**config.mk**
```make
export PLATFORM = sky130hd
export DESIGN_NAME = rf_bypass_scoreboard_flat
export DESIGN_NICKNAME = d
export VERILOG_FILES = /design/src/rtl/rf_pkg.sv /design/src/rtl/rf_bypass_scoreboard_if.sv /design/src/rtl/rf_scoreboard.sv /design/src/rtl/rf_bypass_scoreboard.sv /design/src/flat_wrapper.sv
export SDC_FILE = /design/constraint.sdc
export NUM_CORES = 2
export LEC_CHECK = 0
export BUFFER_PORTS_ARGS = -buffer_cell sky130_fd_sc_hd__buf_2
export CAP_MARGIN = 30
export CORE_AREA = 3 3 251 438
export DETAILED_ROUTE_END_ITERATION = 12
export DIE_AREA = 0 0 254 441
export MAX_ROUTING_LAYER = met4
export PLACE_DENSITY = 0.7
export SLEW_MARGIN = 15
export SYNTH_ARGS = -nofsm -noshare
export SYNTH_HDL_FRONTEND = slang
export SYNTH_SLANG_ARGS = --single-unit
```
**constraint.sdc**
```tcl
create_clock -name clk -period 7.95 [get_ports clk]
set_input_delay 0.795 -clock clk [delete_from_list [all_inputs] [get_ports clk]]
set_output_delay 0.795 -clock clk [all_outputs]
set_load 0.005 [all_outputs]
```
**src/rtl/rf_pkg.sv**
```systemverilog
// Shared defaults and types for the bypassing register file and its scoreboard.
package rf_pkg;

    localparam int XLEN = 32;
    localparam int NREG = 32;
    localparam int AW   = $clog2(NREG);

    typedef logic [AW-1:0]   reg_idx_t;
    typedef logic [XLEN-1:0] xword_t;

    // x0 is hardwired to zero and never tracked by the scoreboard
    localparam reg_idx_t ZERO_REG = '0;

endpackage

```
**src/rtl/rf_bypass_scoreboard_if.sv**
```systemverilog
// Decode/writeback-facing bundle of the register file: read ports, write port,
// issue tracking and hazard outputs.
interface rf_bypass_scoreboard_if #(
    parameter int XLEN = 32,
    parameter int NREG = 32,
    parameter int NRD  = 2
);
    localparam int AW = $clog2(NREG);
    localparam int CW = $clog2(NREG + 1);

    logic [NRD-1:0]      ren;
    logic [NRD*AW-1:0]   ra;
    logic [NRD*XLEN-1:0] rd;
    logic                we;
    logic [AW-1:0]       wa;
    logic [XLEN-1:0]     wd;
    logic                issue_valid;
    logic [AW-1:0]       issue_rd;
    logic                flush;
    logic                stall;
    logic [CW-1:0]       busy_count;

    // Pipeline side (decode + writeback) drives requests
    modport master (
        output ren, ra, we, wa, wd, issue_valid, issue_rd, flush,
        input  rd, stall, busy_count
    );

    // Register file side
    modport slave (
        input  ren, ra, we, wa, wd, issue_valid, issue_rd, flush,
        output rd, stall, busy_count
    );

endinterface

```
**src/rtl/rf_scoreboard.sv**
```systemverilog
// Pending-write scoreboard: one busy bit per register, RAW/WAW stall detection
// and a registered population count of outstanding writes.
module rf_scoreboard
    import rf_pkg::*;
#(
    parameter int NREG = rf_pkg::NREG,
    parameter int NRD  = 2,
    parameter int AW   = $clog2(NREG),
    parameter int CW   = $clog2(NREG + 1)
) (
    input  logic              clk,
    input  logic              rst_n,
    input  logic [NRD-1:0]    i_ren,
    input  logic [NRD*AW-1:0] i_ra,
    input  logic              i_we,
    input  logic [AW-1:0]     i_wa,
    input  logic              i_issue_valid,
    input  logic [AW-1:0]     i_issue_rd,
    input  logic              i_flush,
    output logic              o_stall,
    output logic [CW-1:0]     o_busy_count
);

    logic [NREG-1:0] r_busy;
    logic [NREG-1:0] w_busy_nxt;
    logic [NRD-1:0]  w_raw;
    logic            w_waw;
    logic [CW-1:0]   w_cnt_nxt;

    // A writeback landing this cycle resolves the hazard through the bypass
    for (genvar g = 0; g < NRD; g++) begin : g_raw
        logic [AW-1:0] w_ra;
        assign w_ra     = i_ra[g*AW +: AW];
        assign w_raw[g] = i_ren[g] && (w_ra != AW'(ZERO_REG)) && r_busy[w_ra]
                          && !(i_we && (i_wa == w_ra));
    end

    assign w_waw = i_issue_valid && (i_issue_rd != AW'(ZERO_REG)) && r_busy[i_issue_rd]
                   && !(i_we && (i_wa == i_issue_rd));

    assign o_stall = (|w_raw) || w_waw;

    // Next busy vector: flush dominates, then writeback clear, then issue set
    always_comb begin
        w_busy_nxt = r_busy;
        if (i_flush) begin
            w_busy_nxt = '0;
        end else begin
            if (i_we) begin
                w_busy_nxt[i_wa] = 1'b0;
            end
            if (i_issue_valid && (i_issue_rd != AW'(ZERO_REG)) && !o_stall) begin
                w_busy_nxt[i_issue_rd] = 1'b1;
            end
        end
        w_busy_nxt[0] = 1'b0;
    end

    // Population count of the next busy vector
    always_comb begin
        w_cnt_nxt = '0;
        for (int unsigned i = 0; i < NREG; i++) begin
            w_cnt_nxt = w_cnt_nxt + CW'(w_busy_nxt[i]);
        end
    end

    // Busy bits and their count update together
    always_ff @(posedge clk or negedge rst_n) begin
        if (!rst_n) begin
            r_busy       <= '0;
            o_busy_count <= '0;
        end else begin
            r_busy       <= w_busy_nxt;
            o_busy_count <= w_cnt_nxt;
        end
    end

endmodule

```
**src/rtl/rf_bypass_scoreboard.sv**
```systemverilog
// Multi-read-port integer register file with write-first bypass, asynchronous
// clear and a pending-write scoreboard for the 5-stage RV32I pipeline.
module rf_bypass_scoreboard
    import rf_pkg::*;
#(
    parameter int XLEN = rf_pkg::XLEN,
    parameter int NREG = rf_pkg::NREG,
    parameter int NRD  = 2
) (
    input  logic                   clk,
    input  logic                   rst_n,
    rf_bypass_scoreboard_if.slave  bus
);

    localparam int AW = $clog2(NREG);
    localparam int CW = $clog2(NREG + 1);

    logic [XLEN-1:0] r_mem [NREG];

    // Array write; x0 is never stored so it stays zero
    always_ff @(posedge clk or negedge rst_n) begin
        if (!rst_n) begin
            for (int unsigned i = 0; i < NREG; i++) begin
                r_mem[i] <= '0;
            end
        end else if (bus.we && (bus.wa != AW'(ZERO_REG))) begin
            r_mem[bus.wa] <= bus.wd;
        end
    end

    // Combinational read per port; reset forces zero so a bypassed wd cannot leak
    for (genvar g = 0; g < NRD; g++) begin : g_rd
        logic [AW-1:0]   w_ra;
        logic [XLEN-1:0] w_rd;
        assign w_ra = bus.ra[g*AW +: AW];

        // x0, then same-cycle writeback, then stored value
        always_comb begin
            w_rd = r_mem[w_ra];
            if (!rst_n || (w_ra == AW'(ZERO_REG))) begin
                w_rd = '0;
            end else if (bus.we && (bus.wa == w_ra)) begin
                w_rd = bus.wd;
            end
        end

        assign bus.rd[g*XLEN +: XLEN] = w_rd;
    end

    rf_scoreboard #(
        .NREG (NREG),
        .NRD  (NRD),
        .AW   (AW),
        .CW   (CW)
    ) u_sb (
        .clk           (clk),
        .rst_n         (rst_n),
        .i_ren         (bus.ren),
        .i_ra          (bus.ra),
        .i_we          (bus.we),
        .i_wa          (bus.wa),
        .i_issue_valid (bus.issue_valid),
        .i_issue_rd    (bus.issue_rd),
        .i_flush       (bus.flush),
        .o_stall       (bus.stall),
        .o_busy_count  (bus.busy_count)
    );

endmodule

```
**src/flat_wrapper.sv**
```systemverilog
// flat-port wrapper written by rule: the top's interface ports become plain ports
module rf_bypass_scoreboard_flat import rf_pkg::*;
#(
    parameter int XLEN = rf_pkg::XLEN,
    parameter int NREG = rf_pkg::NREG,
    parameter int NRD  = 2
)
  (clk, rst_n, bus_ren, bus_ra, bus_we, bus_wa, bus_wd, bus_issue_valid, bus_issue_rd, bus_flush, bus_rd, bus_stall, bus_busy_count);
  rf_bypass_scoreboard_if #(.XLEN(XLEN), .NREG(NREG), .NRD(NRD)) bus_i ();
  input  logic clk;
  input  logic rst_n;
  input wire logic [$bits(bus_i.ren)-1:0] bus_ren;
  input wire logic [$bits(bus_i.ra)-1:0] bus_ra;
  input wire logic [$bits(bus_i.we)-1:0] bus_we;
  input wire logic [$bits(bus_i.wa)-1:0] bus_wa;
  input wire logic [$bits(bus_i.wd)-1:0] bus_wd;
  input wire logic [$bits(bus_i.issue_valid)-1:0] bus_issue_valid;
  input wire logic [$bits(bus_i.issue_rd)-1:0] bus_issue_rd;
  input wire logic [$bits(bus_i.flush)-1:0] bus_flush;
  output wire logic [$bits(bus_i.rd)-1:0] bus_rd;
  output wire logic [$bits(bus_i.stall)-1:0] bus_stall;
  output wire logic [$bits(bus_i.busy_count)-1:0] bus_busy_count;
  assign bus_i.ren = bus_ren;
  assign bus_i.ra = bus_ra;
  assign bus_i.we = bus_we;
  assign bus_i.wa = bus_wa;
  assign bus_i.wd = bus_wd;
  assign bus_i.issue_valid = bus_issue_valid;
  assign bus_i.issue_rd = bus_issue_rd;
  assign bus_i.flush = bus_flush;
  assign bus_rd = bus_i.rd;
  assign bus_stall = bus_i.stall;
  assign bus_busy_count = bus_i.busy_count;
  rf_bypass_scoreboard #(.XLEN(XLEN), .NREG(NREG), .NRD(NRD)) u_core (.clk(clk), .rst_n(rst_n), .bus(bus_i));
endmodule
```
# Yosys cells after proc, flatten, opt, wreduce, memory -nomap -nowiden
# Index checks and enable logic that the tools add are counted.
dict set report word_totals {
  out_inout_bits 71
  input_bits 59
  regBits 1061
  wordCells 142
}
dict set report op_classes {
  n_eq_ne 3
  order_cmp 10
  bitwise_logic 6
  reduce_logical 32
  addsub 30
  muxes 27
}
# op n
set op_table {}
lappend op_table {{bitwise mux 1024 bit} 1}
lappend op_table {{two-way mux 32 bit} 13}
lappend op_table {{binary-select mux 32 bit (select 5 bit)} 2}
lappend op_table {{demux 32 bit (select 5 bit)} 1}
lappend op_table {{adder 6 x 1 -> 6 bit} 25}
lappend op_table {{AND 32 bit} 1}
lappend op_table {{NOT 32 bit} 1}
lappend op_table {{bitwise OR 32 bit} 1}
lappend op_table {{< comparator 5 x 6 -> 1 bit, second input constant} 4}
lappend op_table {{nonzero test 5 bit} 4}
lappend op_table {{>= comparator 6 bit, second input constant} 3}
lappend op_table {{NOT 5 -> 6 bit} 3}
lappend op_table {{logical AND 1 bit} 17}
lappend op_table {{binary-select mux 1 bit (select 5 bit)} 3}
lappend op_table {{equality test 5 bit} 3}
lappend op_table {{demux 1 bit (select 5 bit)} 2}
lappend op_table {{>= comparator 5 x 1 -> 1 bit, second input constant} 2}
lappend op_table {{zero test 5 bit} 2}
lappend op_table {{adder 5 x 1 -> 6 bit} 1}
lappend op_table {{< comparator 6 x 1 -> 1 bit, second input constant} 1}
lappend op_table {{adder 4 x 1 -> 5 bit} 1}
lappend op_table {{zero test 1 bit} 5}
lappend op_table {{two-way mux 1 bit} 5}
lappend op_table {{adder 3 x 1 -> 4 bit} 1}
lappend op_table {{4 further kinds} 6}

# Longest topological paths before layout
dict set report depth {
  ltp_word 41
  ltp_mapped 25
  ltp_nobuf 22
}

# By module
# From an unflattened synthesis, not the netlist that was laid out.
dict set report unflattened {
  hier_cells 3975
  area_unflattened_um2 58352.2
}
# mod cells_per_inst seq_area_each_um2 area_per_inst_um2 n_inst
set by_module_without_submodules {}
lappend by_module_without_submodules {rf_bypass_scoreboard 3581 25624.6 54402.2 1}
lappend by_module_without_submodules {rf_scoreboard 394 925.9 3950.0 1}

# Worst setup path before layout
# OpenSTA, ideal clock, no wires.
dict set report synth_path {
  path_kind {input port to flip-flop}
  start {input port bus_issue_rd[0]}
  end {register u_core.u_sb.o_busy_count[4]}
  t_required_ns 7.870
  stages 23
  setup_time_ns 0.080
  n_path_buf 3
  slack_ns 1.056
  arrival_ns 6.814
  path_cell_list {buf_2 > buf_6 > mux2_2 > a221oi_1 > o41ai_1 > a31oi_1 > o211ai_1 > buf_2 > o21a_1 > fa_1 > fa_1 > inv_1 > fa_1 > inv_1 > fa_1 > fa_1 > inv_1 > fa_1 > fa_1 > fa_1 > a21o_1 > a21oi_1 > xnor2_1}
}
dict set report synth_via {
  elab_chain_len 39
  word_cells_on_any_way 50
  classes_between {30 x add/sub; 2 x order compare; 1 x eq/ne; 6 x mux; 1 x bitwise; 10 x reduce/logical}
}
# element line_no
set synth_lines {}
lappend synth_lines {{start, declared} flat_wrapper.sv:18} ;# input wire logic [$bits(bus_i.issue_rd)-1:0] bus_issue_rd;
lappend synth_lines {{parallel branches: the longest is 7 deep, another holds < comparator 5 x 6 -> 1 bit} --}
lappend synth_lines {{two-way mux 32 bit (*)} rf_scoreboard.sv:52} ;# if (i_issue_valid && (i_issue_rd != AW'(ZERO_REG)) && !o_stall) begin
lappend synth_lines {{two-way mux 32 bit (*)} rf_scoreboard.sv:46} ;# if (i_flush) begin
lappend synth_lines {{adder 1 x 1 -> 2 bit} rf_scoreboard.sv:63} ;# w_cnt_nxt = w_cnt_nxt + CW'(w_busy_nxt[i]);
lappend synth_lines {{adder 2 x 1 -> 3 bit} rf_scoreboard.sv:63}
lappend synth_lines {{adder 3 x 1 -> 4 bit} rf_scoreboard.sv:63}
lappend synth_lines {{adder 4 x 1 -> 5 bit} rf_scoreboard.sv:63}
lappend synth_lines {{adder 5 x 1 -> 6 bit} rf_scoreboard.sv:63}
lappend synth_lines {{adder 6 x 1 -> 6 bit (24 in a row)} rf_scoreboard.sv:63}
lappend synth_lines {{adder 6 x 1 -> 6 bit (*)} rf_scoreboard.sv:63}
lappend synth_lines {{named net u_core.u_sb.w_cnt_nxt[4]} rf_scoreboard.sv:28} ;# logic [CW-1:0] w_cnt_nxt;
lappend synth_lines {{end signal, assigned} rf_scoreboard.sv:74} ;# o_busy_count <= w_cnt_nxt;
lappend synth_lines {{end, declared} rf_scoreboard.sv:21} ;# output logic [CW-1:0] o_busy_count
# Mark *: on every way through the listed nets, which the timed path passes. The select of a mux whose other input is x is not followed.
# A chain may end at the register's enable or synchronous reset.

# Final worst setup path
dict set report layout_path {
  start {register u_core.u_sb.r_busy[31]}
  end {register u_core.u_sb.o_busy_count[4]}
}
dict set report layout_via {
  elab_chain_len 40
  word_cells_on_any_way 52
  classes_between {30 x add/sub; 10 x mux; 2 x bitwise; 10 x reduce/logical}
}
# element line_no
set layout_lines {}
lappend layout_lines {{start, declared} rf_scoreboard.sv:24} ;# logic [NREG-1:0] r_busy;
lappend layout_lines {{start signal, assigned} rf_scoreboard.sv:73} ;# r_busy <= w_busy_nxt;
lappend layout_lines {{binary-select mux 1 bit (select 5 bit)} rf_scoreboard.sv:34} ;# assign w_raw[g] = i_ren[g] && (w_ra != AW'(ZERO_REG)) && r_busy[w_ra]
lappend layout_lines {{two-way mux 1 bit (implied by the code)} rf_scoreboard.sv:34}
lappend layout_lines {{logical AND 1 bit} rf_scoreboard.sv:34}
lappend layout_lines {{logical AND 1 bit} rf_scoreboard.sv:35} ;# && !(i_we && (i_wa == w_ra));
lappend layout_lines {{OR reduction 2 bit} rf_scoreboard.sv:41} ;# assign o_stall = (|w_raw) || w_waw;
lappend layout_lines {{logical OR 1 bit} rf_scoreboard.sv:41}
lappend layout_lines {{zero test 1 bit} rf_scoreboard.sv:52}
lappend layout_lines {{logical AND 1 bit} rf_scoreboard.sv:52}
lappend layout_lines {{[2 not listed]} --}
lappend layout_lines {{adder 1 x 1 -> 2 bit} rf_scoreboard.sv:63}
lappend layout_lines {{adder 2 x 1 -> 3 bit} rf_scoreboard.sv:63}
lappend layout_lines {{adder 3 x 1 -> 4 bit} rf_scoreboard.sv:63}
lappend layout_lines {{adder 4 x 1 -> 5 bit} rf_scoreboard.sv:63}
lappend layout_lines {{adder 5 x 1 -> 6 bit} rf_scoreboard.sv:63}
lappend layout_lines {{adder 6 x 1 -> 6 bit (24 in a row)} rf_scoreboard.sv:63}
lappend layout_lines {{adder 6 x 1 -> 6 bit (*)} rf_scoreboard.sv:63}
lappend layout_lines {{named net u_core.u_sb.w_cnt_nxt[4]} rf_scoreboard.sv:28}
# The timed path passes the listed nets; every way through them passes the cells marked *. The select of a mux whose other input is x is not followed.

==> metrics <==
Synth top area share between 40 and 50%; Post-synth EDFFs 0; fraction of registers with async set or reset after synthesis 100%; Final nets about 3700; total grt overflow 0; setup TNS 0 ns; initial antenna violation count 11; clock slew at reported path FFs 0.07 ns; Hold WS 0.0716 ns; drc violations 0; pre-CTS WS 0.504 ns; CP endpoint kind flop; Max-Cap Viols 0; global-route wire length before repair roughly 260000 µm; final non-filler cell area 63600 µm²; Post-DP Area approximately 60000 µm²; Worst Path Arrival 7.41 ns; # IOs 130; GPL Wtd Cong 0.927; Slew Viols, Final 0; ys flop type dfrtp_1; Starting DRT DRC Count 3334; fin crit share a little under nine tenths; initial core utilization 54.6%; most frequent cell after synthesis dfrtp_1; kind of critical path flop to flop; Hold Path Class input port to async pin; routed wire length between 150000 and 200000 µm; Yosys warning total 0; Util after Layout 59.4%; Yosys reg bits 1061; post-CTS sizing 0; Worst Setup Start Kind flop; H-tree Lvls 3; post-synthesis cell area 58400 µm²; layout cells sized above 1 ~55%; setup violators final 0; Slew HR 26.3%; Wirelength per Cell ~35 µm; post-route ant nets 0; final hold vios 0; Synth area leaders dfrtp_1, mux4_2, mux2_2, clkbuf_1, mux2i_1; CTS max path bufs 3; Clk Latency, worst-skew pair 0.72 ns; syn avg cell area 15.6 µm²; synth-to-layout area growth 8.81%; post-CTS setup buffer count 0; post-synth top area cell dfrtp_1; R2R Setup Slk 1.18 ns; worst-path cell chain mux4_2, o2bb2ai_1, o221ai_1, o2111ai_1, o211ai_1, buf_4, o31a_1, fa_1, fa_1, inv_1, fa_1, inv_1, fa_1, fa_1, inv_1, fa_1, fa_1, fa_1, a21o_1, a21oi_1, xnor2_1; Port Buffers 129; CTS sink count 1061; peak supply drop between 0.15 and 0.2 mV; final setup margin ~1.2 ns; TritonRoute pass-1 iters 6; Tot GR Track Use 33.5%; pin count of the biggest net entering global routing 181; Vias/cell about 7; Synth cell types 57; vias in the first global route 38400; Post-DP HPWL 99800 µm; outcome finished clean; sequential-to-total area share from yosys stat around 45%; syn nets 3844; Worst R2R Path Depth 21; RSZ-0062 raised after global routing false; die width between 200 and 300 µm; CTS buffer count between 90 and 100; Mapped Cells ~3800; commonest cells in the netlist dfrtp_1, mux2_2, mux4_2, clkbuf_1, buf_2; CTS tree done; actual slew at the worst max-slew pin about 1.1 ns; r2r endpoint u_core.u_sb.o_busy_count[4]; worst r2r src u_core.u_sb.r_busy[31]; die area 112000 µm²; Worst path max stage delay 0.56 ns; Final Skew between 0.02 and 0.03 ns; area of the core 107000 µm²; Tmin final 6.77 ns; Worst Path Required 8.59 ns; CTS Hold Bufs 0; FP Rows 159; Fmax achieved about 0.15 GHz; crit path max-delay cell type fa_1; Root Driver clkbuf_16; Die Span Y 441 µm; P per Cell Area 245 nW/µm²; Crit Path Max Fanout 19; Crit path top cell by count fa_1; LEAKAGE 0.0273 µW; vias 36300
==> worst max path at each step <==
stage                            from                           to  depth (start not counted)
2_1_floorplan         bus_issue_rd[0]  u_core.u_sb.o_busy_count[4]                         23
3_3_place_gp          bus_issue_rd[0]  u_core.u_sb.o_busy_count[4]                         22
3_5_place_dp          bus_issue_rd[0]  u_core.u_sb.o_busy_count[4]                         22
4_1_cts        u_core.u_sb.r_busy[31]  u_core.u_sb.o_busy_count[4]                         21
5_1_grt        u_core.u_sb.r_busy[22]  u_core.u_sb.o_busy_count[4]                         21
6_report       u_core.u_sb.r_busy[31]  u_core.u_sb.o_busy_count[4]                         21
==> power breakdown <==
part / total [µW] / switching, µW / internal, µW
sequential: 7110 / 719 / 6390
combinational: 3260 / 1260 / 2000
clock: 5230 / 2180 / 3050
==> placed cells by master (no fill, tap or decap), types with 6 or more instances in the layout <==
cell,instances
dfrtp_1,1061
mux2_2,997
mux4_2,614
buf_2,120
clkbuf_16,100
buf_4,84
a211oi_1,83
mux2i_1,77
nor2_1,76
nand2_1,62
inv_1,33
o21ai_0,30
nor2b_1,26
fa_1,23
nand3b_1,19
mux4_1,19
bufinv_16,19
nor3_1,18
clkbuf_1,17
nor2_4,16
clkinv_2,16
a311oi_1,15
nand2_4,15
clkbuf_8,14
nand3_1,13
o21a_1,13
or3b_2,11
diode_2,10
xnor2_1,9
xor2_1,9
ha_1,7
buf_12,7
a31oi_1,6
o32ai_1,6
a21oi_1,6
clkinvlp_4,6
==> critical path, delay by kind of cell, from the launching register on <==
| family | cells | cell delay (ns) |
|---|---|---|
| adders and majority gates | 8 | 3.93 |
| AOI/OAI and AO/OA | 7 | 1.29 |
| muxes | 1 | 0.50 |
| DFF | 1 | 0.45 |
| buffers and inverters | 4 | 0.40 |
| xor gates and xnor gates | 1 | 0.13 |
==> metal layers <==
metal / up-vias / global-route usage, % / part of all wire [%]
met1: 20000 / 42.4 / 38
met3: 431 / 5.66 / 6.8
met4: 0 / 14.2 / 4.9
met5: - / - / 0
li1: 14300 / - / -
met2: 1558 / 54.1 / 50
==> layout make-up <==
type / count / area (µm²)
Clock inverter: 47 / 756
Multi-Input combinational cell: 2227 / 30100
Tap cell: 1368 / 1710
Sequential cell: 1061 / 26600
Antenna cell: 10 / 25.0
Fill cell: 8215 / 43400
Clock buffer: 130 / 2750
Inverter: 34 / 128
Timing Repair Buffer: 224 / 1620
==> per-stage QoR <==
stage               std cells  total power, µW
floorplan                3755             9420
global placement         4907            10300
detailed placement       4910            10400
CTS                      5087            15700
global route             5101            16200
finish                   5101            15600
==> logic make-up (layout without fill, tap and decap cells) <==
family	Yosys count	count (layout)	share of synthesized area, %
flip-flops	1061	1061	45.4
AO/OA/AOI/OAI	186	186	2.31
other	0	10	0
adder cells (fa/ha/maj)	30	30	0.938
buffers and inverters	467	435	3.62
multiplexers	1707	1707	45.0
AND/OR/NAND/NOR	286	286	2.38
XOR/XNOR	18	18	0.270
==> flip-flops by register name, indices dropped and copies added (netlist names) <==
signal / cells
u_core.u_sb.o_busy_count: 6
u_core.r_mem: 1024
u_core.u_sb.r_busy: 31
Note: power is estimated with default switching activity, not from simulation.
